[src/rtl/tick_timer_pkg.sv]
// Shared constants and width helper for the tick timer.
package tick_timer_pkg;

    localparam int SIM_CLK_DIV = 4;
    localparam int HW_CLK_DIV  = 50000000;

    // Prescaler count width: clog2(x), but never narrower than one bit.
    function automatic int pre_w(input int x);
        return (x <= 2) ? 1 : $clog2(x);
    endfunction

endpackage

[src/rtl/tick_prescaler.sv]
// Divides clk by CLK_DIV into a registered one-cycle tick; en freezes, tick_sync restarts phase.
module tick_prescaler
    import tick_timer_pkg::*;
#(
    parameter int CLK_DIV = HW_CLK_DIV
) (
    input  logic clk,
    input  logic rst_n,
    input  logic en,
    input  logic tick_sync,
    output logic tick
);

    localparam int               PRE_W = pre_w(CLK_DIV);
    localparam logic [PRE_W-1:0] TERM  = PRE_W'(CLK_DIV - 1);

    logic [PRE_W-1:0] cnt;

    // With CLK_DIV=1 TERM is 0, so the count never leaves 0 and every enabled edge ticks.
    always_ff @(posedge clk) begin
        if (!rst_n) begin
            cnt  <= '0;
            tick <= 1'b0;
        end else if (tick_sync) begin
            cnt  <= '0;
            tick <= 1'b0;
        end else if (en) begin
            if (cnt == TERM) begin
                cnt  <= '0;
                tick <= 1'b1;
            end else begin
                cnt  <= cnt + PRE_W'(1);
                tick <= 1'b0;
            end
        end else begin
            tick <= 1'b0;
        end
    end

endmodule

[src/rtl/tick_timer.sv]
// Timebase plus N_CH loadable countdown channels, each with a one-cycle expiry pulse.
module tick_timer
    import tick_timer_pkg::*;
#(
    parameter int CLK_DIV = HW_CLK_DIV,
    parameter int CNT_W   = 8,
    parameter int N_CH    = 2
) (
    input  logic                  clk,
    input  logic                  rst_n,
    input  logic                  en,
    input  logic                  tick_sync,
    output logic                  tick,
    input  logic [N_CH-1:0]       ld,
    input  logic [N_CH*CNT_W-1:0] ld_val,
    output logic [N_CH*CNT_W-1:0] remain,
    output logic [N_CH-1:0]       busy,
    output logic [N_CH-1:0]       done
);

    tick_prescaler #(
        .CLK_DIV (CLK_DIV)
    ) u_pre (
        .clk       (clk),
        .rst_n     (rst_n),
        .en        (en),
        .tick_sync (tick_sync),
        .tick      (tick)
    );

    for (genvar i = 0; i < N_CH; i++) begin : g_ch
        logic [CNT_W-1:0] cnt_q;
        logic             done_q;

        // A load wins over a same-cycle tick, so a reload never loses its first tick unit.
        always_ff @(posedge clk) begin
            if (!rst_n) begin
                cnt_q  <= '0;
                done_q <= 1'b0;
            end else if (ld[i]) begin
                cnt_q  <= ld_val[i*CNT_W +: CNT_W];
                done_q <= 1'b0;
            end else if (tick && (cnt_q != '0)) begin
                cnt_q  <= cnt_q - CNT_W'(1);
                done_q <= (cnt_q == CNT_W'(1));
            end else begin
                done_q <= 1'b0;
            end
        end

        assign remain[i*CNT_W +: CNT_W] = cnt_q;
        assign busy[i]                  = |cnt_q;
        assign done[i]                  = done_q;
    end

endmodule

[config.mk]
export PLATFORM = sky130hd
export DESIGN_NAME = tick_timer
export DESIGN_NICKNAME = d
export VERILOG_FILES = /design/src/rtl/tick_timer_pkg.sv /design/src/rtl/tick_prescaler.sv /design/src/rtl/tick_timer.sv
export SDC_FILE = /design/constraint.sdc
export NUM_CORES = 1
export LEC_CHECK = 0
export CAP_MARGIN = 0
export CORE_ASPECT_RATIO = 1.25
export CORE_MARGIN = 2
export CORE_UTILIZATION = 37
export CTS_BUF_LIST = sky130_fd_sc_hd__clkbuf_8
export DETAILED_ROUTE_END_ITERATION = 7
export SLEW_MARGIN = 20
export SYNTH_ARGS = -nofsm -noshare
export SYNTH_HDL_FRONTEND = slang
export SYNTH_SLANG_ARGS = --single-unit
[constraint.sdc]
create_clock -name clk -period 2.3 [get_ports clk]
set_input_delay 0.23 -clock clk [delete_from_list [all_inputs] [get_ports clk]]
set_output_delay 0.23 -clock clk [all_outputs]
set_load 0.01 [all_outputs]
==> run metrics <==
synthesized flop and latch total=45; Final Max Tran Viols=0; worst path bufs/invs=3; sequential share of the synthesized area=0.379; Remaining Overflow, GRT=0; Clk Latency, worst-skew pair=290 ps; fin crit share=0.937; gpl congestion=0.865; clk buf depth=2; RSZ-0062 raised after global routing=no; ys async rst share=0; vias in the first global route=2071; num rows=32; Max-cap violations=0; Pwr Density=534 nW/µm²; die area=7080 µm²; final count of negative-setup-slack endpoints=0; FILL cells=616; Critical Path Slowest Stage Cell=or4b_4; root buffer cell=clkbuf_8; Worst Hold Launch=u_pre.cnt[25]; Main synth FF type=dfxtp_1; core area=6210 µm²; Clk pin slew, worst setup/hold paths=80 ps; Slew @ Worst Pin=483 ps; Syn Area/Cell=8.45 µm²; Hold WC Path Type=register to register; Netlist cell types=48; initial antenna violation count=0; Final HPWL DP=4100 µm; cell with the most instances after synthesis=dfxtp_1; number of detailed-route iterations in the first pass=4; sequential cell area=901 µm²; CTS tree=built; Synth area leaders=dfxtp_1 38%, a21oi_1 5.1%, o21ai_0 4.4%; first-pass GRT wire length=9320 µm; Global Route Usage Sum=0.165; Post-Syn Instances=281; clock buffer count from CTS=5; Critical Path Source=g_ch[1].cnt_q[1]; slowest stage delay, CP=480 ps; Util after Layout=0.495; pin count of the biggest net entering global routing=19; static leakage=1.01 nW; Worst EP required=2070 ps; Synth area leader=dfxtp_1; Initial Util=0.383; worst ir drop on vdd=0.000312 V; routed via count=2232; H-tree levels=2; Crit Path Class=register to primary output; Crit path top cell by count=inv_1; PortBufs=42; ANT nets after route=0; die height=93.6 µm; vias per cell=5.35; Clock Sinks=45; number of synthesis warnings=0; Hold WS=494 ps; Post-synth EDFFs=0; Clock Skew=8.09 ps; CP startpoint kind=register; I/O pin cnt=43; largest fanout on the critical path=3; P&R area growth vs syn=29.3%; Setup TNS=0 ps; RR Startpoint=u_pre.cnt[0]; Ant. Diodes=0; layout cell share with drive strength beyond 1=0.105; Syn Nets=311; post-CTS setup buffer count=0; final hold violations=0; most instantiated cells after synthesis=45 x dfxtp_1, 24 x a21oi_1, 21 x nor2_1, 21 x o21ai_0, 17 x nand2_1; WL/cell=13.1 µm; Synth top area share=0.379; critical path endpoint category=primary output; status=completed; cell family with most CP delay=simple AND/OR/NAND/NOR gates; Final #Nets=362; Residual DRC=0; multi-input logic area=1370 µm²; FMAX=464 MHz; crit-path cells=inv_1, ha_1, or4b_4, nor4_2, inv_1, dlygate4sd2_1; die span in x=75.7 µm; Synth Cell Area=2370 µm²; crit path DAT=1930 ps; routed wire length=5460 µm; DRT iter0 DRCs=56; Final min period=2160 ps; max_slew headroom=0.670
what timing repair did:
action	CTS	global route
setup endpoints to repair	1	0
endpoints found under the hold margin	0	0
gates resized for setup	3	0
hold buffers	0	0
cell usage in the layout (no fill, tap or decap), types with 5 or more instances in the layout:
cell	n
dfxtp_1	45
clkdlybuf4s50_1	41
a21oi_1	24
nor2_1	21
o21ai_0	21
nand2_1	17
nand4_1	15
buf_4	14
inv_1	13
xnor2_1	10
or4_1	9
or3_1	8
ha_1	8
nor4_1	7
nand3_1	7
o31ai_1	6
xor2_1	5
a31oi_1	5
clkbuf_8	5
power by group:
group / total, W / internal, W / switching, W / leakage, nW
sequential: 0.000828 / 0.000799 / 0.0000289 / 0.367
combinational: 0.000229 / 0.000130 / 0.0000993 / 0.585
clock: 0.000582 / 0.000316 / 0.000266 / 0.0540
total: 0.00164 / 0.00124 / 0.000394 / 1.01
registers in the layout (all words and copies together) (netlist names):
signal,flops
g_ch.cnt_q,16
u_pre.cnt,26
u_pre.tick,1
g_ch.done_q,2
final cells by class:
class / count / share of cell area
clock inverters: 2 / 0.0114
clock buffers: 5 / 0.0224
multi-input cells: 210 / 0.445
inverters: 13 / 0.0159
repair buffers: 57 / 0.177
well taps: 85 / 0.0346
flip-flops and latches: 45 / 0.293
kinds of logic after synthesis:
family,after synthesis,share of synthesized area
mux,3,0.0126
buf+inv,26,0.0495
compound gates,68,0.177
fa+ha+maj,8,0.0422
simple gates,116,0.285
flops,45,0.379
xor+xnor,15,0.0553
through the flow:
stage	setup WS, ps	area, µm²	total power (W)	std cells
after detailed placement	54.3	2960	0.00107	410
after global routing	14.6	3070	0.00172	417
after global placement	89.9	2960	0.00107	410
after floorplan	297	2370	0.000946	281
after CTS	127	3070	0.00166	417
final	144	3070	0.00164	417
worst register-to-register path: stages, from the launching register on:
cell	delay (ps)
dfxtp_1	450
ha_1	190
nand4_1	150
or4b_1	690
or3_1	400
a21oi_1	130
metal layers:
| metal | wire, µm | global-route usage | vias to the layer above |
|---|---|---|---|
| met2 | 2590 | 0.274 | 57 |
| met1 | 2440 | 0.205 | 1017 |
| met3 | 262 | 0.0323 | 14 |
| met4 | 164 | 0.0658 | 0 |
| li1 | - | - | 1144 |
| met5 | 0 | 0 | - |
final timing paths:
kind,endpoint,slack [ps],cells after the start
max,busy[1],140,6
min,u_pre.cnt[25],490,2
max reg2reg,u_pre.cnt[18],240,5
min reg2reg,u_pre.cnt[25],490,2
(Power assumes the default switching activity.)
